## config.mk

```make
export PLATFORM = sky130hd
export DESIGN_NAME = ex_forward_stage
export DESIGN_NICKNAME = d
export VERILOG_FILES = /design/src/rtl/pipe_pkg.sv /design/src/rtl/fwd_select.sv /design/src/rtl/ex_forward_stage.sv
export SDC_FILE = /design/constraint.sdc
export NUM_CORES = 1
export LEC_CHECK = 0
export ABC_CLOCK_PERIOD_IN_PS = 2600
export CAP_MARGIN = 15
export CELL_PAD_IN_SITES_DETAIL_PLACEMENT = 1
export CELL_PAD_IN_SITES_GLOBAL_PLACEMENT = 2
export CORE_MARGIN = 8
export CORE_UTILIZATION = 18
export CTS_BUF_LIST = sky130_fd_sc_hd__clkbuf_16
export DETAILED_ROUTE_END_ITERATION = 10
export HOLD_SLACK_MARGIN = 0.15
export PLACE_DENSITY_LB_ADDON = 0.08
export SLEW_MARGIN = 20
export SYNTH_ARGS = -nofsm -noshare
export SYNTH_HDL_FRONTEND = slang
export SYNTH_SLANG_ARGS = --single-unit
export TNS_END_PERCENT = 100
```

## constraint.sdc

```tcl
create_clock -name clk -period 2.6 [get_ports clk]
set_input_delay 0.52 -clock clk [delete_from_list [all_inputs] [get_ports clk]]
set_output_delay 0.52 -clock clk [all_outputs]
set_load 0.01 [all_outputs]
```

## src/rtl/pipe_pkg.sv

```systemverilog
// Shared widths and forward-select encodings for the EX forwarding stage.
package pipe_pkg;

    localparam int PIPE_DATA_W = 32;
    localparam int PIPE_REG_W  = 5;

    typedef enum logic [1:0] {
        FWD_IDEX  = 2'b00,
        FWD_EXMEM = 2'b10,
        FWD_MEMWB = 2'b01
    } fwd_sel_e;

endpackage

```

## src/rtl/fwd_select.sv

```systemverilog
// Per-source comparator and priority encoder choosing the forwarding path.
module fwd_select
    import pipe_pkg::*;
#(
    parameter int REG_W = PIPE_REG_W
) (
    input  logic [REG_W-1:0] src,
    input  logic [REG_W-1:0] exmemWriteReg,
    input  logic             exmemRegWrite,
    input  logic             exmemMemToReg,
    input  logic [REG_W-1:0] memwbWriteReg,
    input  logic             memwbRegWrite,
    output logic [1:0]       sel,
    output logic             loadMatch
);

    fwd_sel_e sel_e;
    logic     exmem_hit;
    logic     memwb_hit;

    // A load in EX/MEM has no data yet, so it never wins the EX/MEM path.
    assign exmem_hit = exmemRegWrite && (exmemWriteReg != '0) && (exmemWriteReg == src);
    assign memwb_hit = memwbRegWrite && (memwbWriteReg != '0) && (memwbWriteReg == src);

    always_comb begin
        sel_e = FWD_IDEX;
        if (exmem_hit && !exmemMemToReg) begin
            sel_e = FWD_EXMEM;
        end else if (memwb_hit) begin
            sel_e = FWD_MEMWB;
        end
    end

    assign sel       = sel_e;
    assign loadMatch = exmem_hit && exmemMemToReg;

endmodule

```

## src/rtl/ex_forward_stage.sv

```systemverilog
// EX-stage operand forwarding plus the EX/MEM and MEM/WB pipeline registers.
module ex_forward_stage
    import pipe_pkg::*;
#(
    parameter int DATA_W = PIPE_DATA_W,
    parameter int REG_W  = PIPE_REG_W
) (
    input  logic              clk,
    input  logic              reset,
    input  logic              stall,
    input  logic              flush,
    input  logic [REG_W-1:0]  idexRs,
    input  logic [REG_W-1:0]  idexRt,
    input  logic [DATA_W-1:0] idexReadData1,
    input  logic [DATA_W-1:0] idexReadData2,
    input  logic [DATA_W-1:0] idexImm,
    input  logic              idexALUSrc,
    input  logic              idexRegWrite,
    input  logic              idexMemToReg,
    input  logic [REG_W-1:0]  idexWriteReg,
    input  logic [DATA_W-1:0] aluResult,
    input  logic [DATA_W-1:0] memReadData,
    output logic [DATA_W-1:0] inOutMuxForwardA,
    output logic [DATA_W-1:0] inOutMuxForwardB,
    output logic [DATA_W-1:0] storeData,
    output logic [1:0]        forwardA,
    output logic [1:0]        forwardB,
    output logic              loadUse,
    output logic [DATA_W-1:0] exmemAluResult,
    output logic [REG_W-1:0]  exmemWriteReg,
    output logic              exmemRegWrite,
    output logic              exmemMemToReg,
    output logic [DATA_W-1:0] memwbWriteData,
    output logic [REG_W-1:0]  memwbWriteReg,
    output logic              memwbRegWrite
);

    logic              load_match_rs;
    logic              load_match_rt;
    logic [DATA_W-1:0] wb_data_next;
    logic [DATA_W-1:0] fwd_rt;

    fwd_select #(.REG_W(REG_W)) u_fwd_rs (
        .src           (idexRs),
        .exmemWriteReg (exmemWriteReg),
        .exmemRegWrite (exmemRegWrite),
        .exmemMemToReg (exmemMemToReg),
        .memwbWriteReg (memwbWriteReg),
        .memwbRegWrite (memwbRegWrite),
        .sel           (forwardA),
        .loadMatch     (load_match_rs)
    );

    fwd_select #(.REG_W(REG_W)) u_fwd_rt (
        .src           (idexRt),
        .exmemWriteReg (exmemWriteReg),
        .exmemRegWrite (exmemRegWrite),
        .exmemMemToReg (exmemMemToReg),
        .memwbWriteReg (memwbWriteReg),
        .memwbRegWrite (memwbRegWrite),
        .sel           (forwardB),
        .loadMatch     (load_match_rt)
    );

    assign loadUse      = load_match_rs | load_match_rt;
    assign wb_data_next = exmemMemToReg ? memReadData : exmemAluResult;

    always_ff @(posedge clk) begin
        if (reset) begin
            exmemAluResult <= '0;
            exmemWriteReg  <= '0;
            exmemRegWrite  <= 1'b0;
            exmemMemToReg  <= 1'b0;
            memwbWriteData <= '0;
            memwbWriteReg  <= '0;
            memwbRegWrite  <= 1'b0;
        end else if (flush) begin
            // Flush overrides stall: bubble into EX/MEM while MEM/WB still drains.
            exmemAluResult <= '0;
            exmemWriteReg  <= '0;
            exmemRegWrite  <= 1'b0;
            exmemMemToReg  <= 1'b0;
            memwbWriteData <= wb_data_next;
            memwbWriteReg  <= exmemWriteReg;
            memwbRegWrite  <= exmemRegWrite;
        end else if (!stall) begin
            exmemAluResult <= aluResult;
            exmemWriteReg  <= idexWriteReg;
            exmemRegWrite  <= idexRegWrite;
            exmemMemToReg  <= idexMemToReg;
            memwbWriteData <= wb_data_next;
            memwbWriteReg  <= exmemWriteReg;
            memwbRegWrite  <= exmemRegWrite;
        end
    end

    always_comb begin
        inOutMuxForwardA = idexReadData1;
        case (forwardA)
            FWD_EXMEM: inOutMuxForwardA = exmemAluResult;
            FWD_MEMWB: inOutMuxForwardA = memwbWriteData;
            default:   inOutMuxForwardA = idexReadData1;
        endcase
    end

    always_comb begin
        fwd_rt = idexReadData2;
        case (forwardB)
            FWD_EXMEM: fwd_rt = exmemAluResult;
            FWD_MEMWB: fwd_rt = memwbWriteData;
            default:   fwd_rt = idexReadData2;
        endcase
    end

    assign storeData        = fwd_rt;
    assign inOutMuxForwardB = idexALUSrc ? idexImm : fwd_rt;

endmodule
```

==> reports/metrics.csv <==
stage,metric,value,unit
clock_network,# H-tree levels,3,
job,maximum capacitance violations,0,
clock_network,CTS tree,built,
die,die span in y,187,um
clock_network,"Clk pin slew, worst setup/hold paths",0.06,ns
worst_setup_path,CP cell instances,"or4_4, o21a_4, and4_4, buf_12, buf_6, mux2i_2, o21ai_1, buf_4",
worst_setup_path,Worst Path Required,2.08,ns
placed_design,dpl cell area,9710,sq um
power_and_ir_drop,PwrDens,306,nW/um^2
outcome,failing checks,setup timing,
synthesis,synth warn,0,
worst_setup_path,worst reg2reg setup slack,1.11,ns
worst_setup_path,critical path depth in cells,8,
placed_design,I/O Buffers,359,
power_and_ir_drop,clock power share,32.5,%
global_route,initial antenna violation count,3,
power_and_ir_drop,power share of the combinational group,31.1,%
clock_network,Clk Tree Root Cell,clkbuf_16,
layout,"commonest non-fill, non-tap cell in the layout",clkdlybuf4s50_1,
worst_setup_path,Worst path top cell family by delay,simple AND/OR/NAND/NOR gates,
timing,Setup Skew,0.00770,ns
synthesis,#FFs+latches synth,77,
synthesis,synthesized area,5280,sq um
worst_setup_path,"Slowest-stage cell, CP",or4_4,
global_route,first-pass GRT wire length,50200,um
worst_setup_path,Buf/Inv on CP,3,
layout,fin cells,1509,
placed_design,Placer Congestion,0.782,
worst_setup_path,type of origin of the critical path,flop,
timing,"Hold Violations, Final",0,
worst_hold_path,Worst Hold Path Cells,2,
synthesis,Mapped Nets,881,
worst_setup_path,CP max FO,6,
clock_network,CTS Buf Count,9,
worst_setup_path,CP endpoint kind,output port,
die,Die X,187,um
timing,Slew headroom,34.3,%
timing,slew at the pin with the worst max-slew slack,0.986,ns
power_and_ir_drop,Sw Share,31.0,%
synthesis,post-synth top area share,29.2,%
layout,design area,11900,sq um
timing,Peak Freq,0.348,GHz
worst_hold_path,worst min path class,reg -> reg,
clock_network,clock latency on the worst-skew pair,0.34,ns
synthesis,"Avg Cell Area, Syn",7.56,sq um
global_route,all-layer global routing usage,18.7,%
power_and_ir_drop,Net Switching,1.13,mW
die,FP Rows,62,
power_and_ir_drop,Sequential Power Share,36.4,%
detailed_routing,Total Wirelength,35300,um
power_and_ir_drop,Internal,2.51,mW
die,initial core utilization,18.4,%
timing,minimum clock period,2.87,ns
detailed_routing,DRC,0,
detailed_routing,vias,6944,
die,core area,28800,sq um
clock_network,CTS sink cnt,77,
die,IO Pins,360,
clock_network,Bufs on Longest Clock Path,2,
worst_setup_path,WS Path Type,reg -> out,
timing,Setup WS post-layout,-0.272,ns
die,die area,35100,sq um
worst_setup_path,R2R cell count,3,
detailed_routing,Vias per Instance,4.60,
power_and_ir_drop,Pwr Total,3.64,mW
worst_setup_path,WP data arrival,2.35,ns
timing,period utilisation layout,110,%
timing,Final setup viols,97,
placed_design,Placed Cells incl. Taps,1439,
detailed_routing,Starting DRT DRC Count,168,
timing,RSZ-0062 raised after global routing,yes,
global_route,vias in the first global route,7426,
outcome,outcome,"complete, but fails checks",
synthesis,ranking of synthesized cells by area,"dfxtp_1, mux2i_1, nand2_1, nor2_1, a31oi_1",
synthesis,sequential-to-total area share from yosys stat,29.2,%
timing,fin. max-slew vios,0,
worst_setup_path,CP max stage delay,0.54,ns
placed_design,placed wire-length estimate,24700,um
layout,share of layout cells above drive strength 1,35.1,%
timing,Hold WS,0.488,ns
layout,"commonest non-fill, non-tap cells in the layout","clkdlybuf4s50_1, mux2i_1, nor2_1, buf_2, dfxtp_1",
global_route,global route overflow,0,
layout,NumNets Final,1300,
layout,P&R area growth vs syn,125,%
power_and_ir_drop,Worst VDD drop,0.000200,V
synthesis,Cells after Synth,699,
power_and_ir_drop,Pleak,4.73,nW
global_route,largest net degree at the start of global routing,40,
synthesis,cell taking the most area after synthesis,dfxtp_1,
detailed_routing,WL per Instance,23.4,um
detailed_routing,post-route ant nets,0,
detailed_routing,drt pass-1 iters,4,
synthesis,Yosys cell types,33,
worst register-to-register path, stage by stage (launching register included):
cell and delay (ns):
dfxtp_2 0.33, buf_4 0.58, mux2i_1 0.20, a211oi_1 0.29
cell usage after synthesis, drive strengths merged:
| cell type | count |
|---|---|
| nand2 | 108 |
| nor2 | 107 |
| mux2i | 104 |
| dfxtp | 77 |
| a31oi | 62 |
| clkbuf | 37 |
| a211oi | 33 |
| nand2b | 33 |
| o21ai | 32 |
| o31ai | 31 |
| buf | 26 |
| xor2 | 17 |
| a21oi | 8 |
| nor3 | 4 |
| inv | 3 |
| xnor2 | 3 |
| and3 | 2 |
| nand3 | 2 |
| nor2b | 2 |
| nor4 | 2 |
| a21boi | 1 |
| a221oi | 1 |
| and4 | 1 |
| o21a | 1 |
| or2 | 1 |
| or4 | 1 |
registers in the layout, indices dropped and copies added (netlist names):
| name | count |
|---|---|
| memwbRegWrite | 1 |
| memwbWriteData | 32 |
| memwbWriteReg | 5 |
| exmemMemToReg | 1 |
| exmemAluResult | 32 |
| exmemWriteReg | 5 |
| exmemRegWrite | 1 |
power by group through the flow:
stage	registers [mW]	logic (mW)	clock network, mW
3_3_place_gp	1.33	1.06	0
6_report	1.32	1.13	1.18
5_1_grt	1.33	1.21	1.30
2_1_floorplan	1.33	0.346	0
3_5_place_dp	1.33	1.06	0
4_1_cts	1.31	1.03	1.23
cell type report:
class | count | area, sq um
diodes | 2 | 5.00
clock buffers | 9 | 225
clock inverters | 7 | 42.5
fillers | 3272 | 16900
inverters | 3 | 13.8
multi-input cells | 557 | 4720
flip-flops and latches | 77 | 1560
well taps | 384 | 480
repair buffers | 470 | 4820
timing repair:
| item | in CTS | in global routing |
|---|---|---|
| hold buffers | 0 | 0 |
| setup buffers | 19 | 22 |
| gates resized for setup | 575 | 210 |
| cloned | 12 | 6 |
| setup endpoints to repair | 101 | 101 |
| pin swaps | 37 | 61 |
| endpoints found under the hold margin | 0 | 0 |
stage by stage:
stage	worst slack [ns]	utilization [%]	setup TNS, ns
2_1_floorplan	0.249	-	0
3_3_place_gp	-0.970	33.7	-76.54
3_5_place_dp	-0.950	33.7	-75.40
4_1_cts	-0.293	36.5	-18.93
5_1_grt	-0.360	41.2	-25.18
6_report	-0.272	41.2	-17.50
layer usage:
layer,GRT usage (%),vias to the layer above,routed length [um]
met2,31.9,244,17000
met5,0,-,13
met4,5.25,2,652
met3,5.44,32,2250
met1,22.5,3333,15500
li1,-,3333,-
path summary, 6_finish.rpt:
path / start / endpoint
setup / recovery: memwbWriteReg[4]$_SDFFE_PP0P_ / inOutMuxForwardA[26]
hold / removal: memwbRegWrite$_SDFFE_PP0P_ / memwbRegWrite$_SDFFE_PP0P_
setup reg to reg: exmemMemToReg$_SDFFE_PP0N_ / memwbWriteData[18]$_SDFFE_PP0P_
hold reg to reg: memwbRegWrite$_SDFFE_PP0P_ / memwbRegWrite$_SDFFE_PP0P_
cell families (layout without fill, tap and decap cells):
group,after synthesis,in the layout,share of synthesized area (%)
xor+xnor,20,20,3.32
flops,77,77,29.2
compound gates,169,169,20.7
simple gates,263,264,21.0
other cells,0,2,0
mux,104,104,19.7
buf+inv,66,489,6.11
No activity file was read; power rests on OpenSTA's default activity.
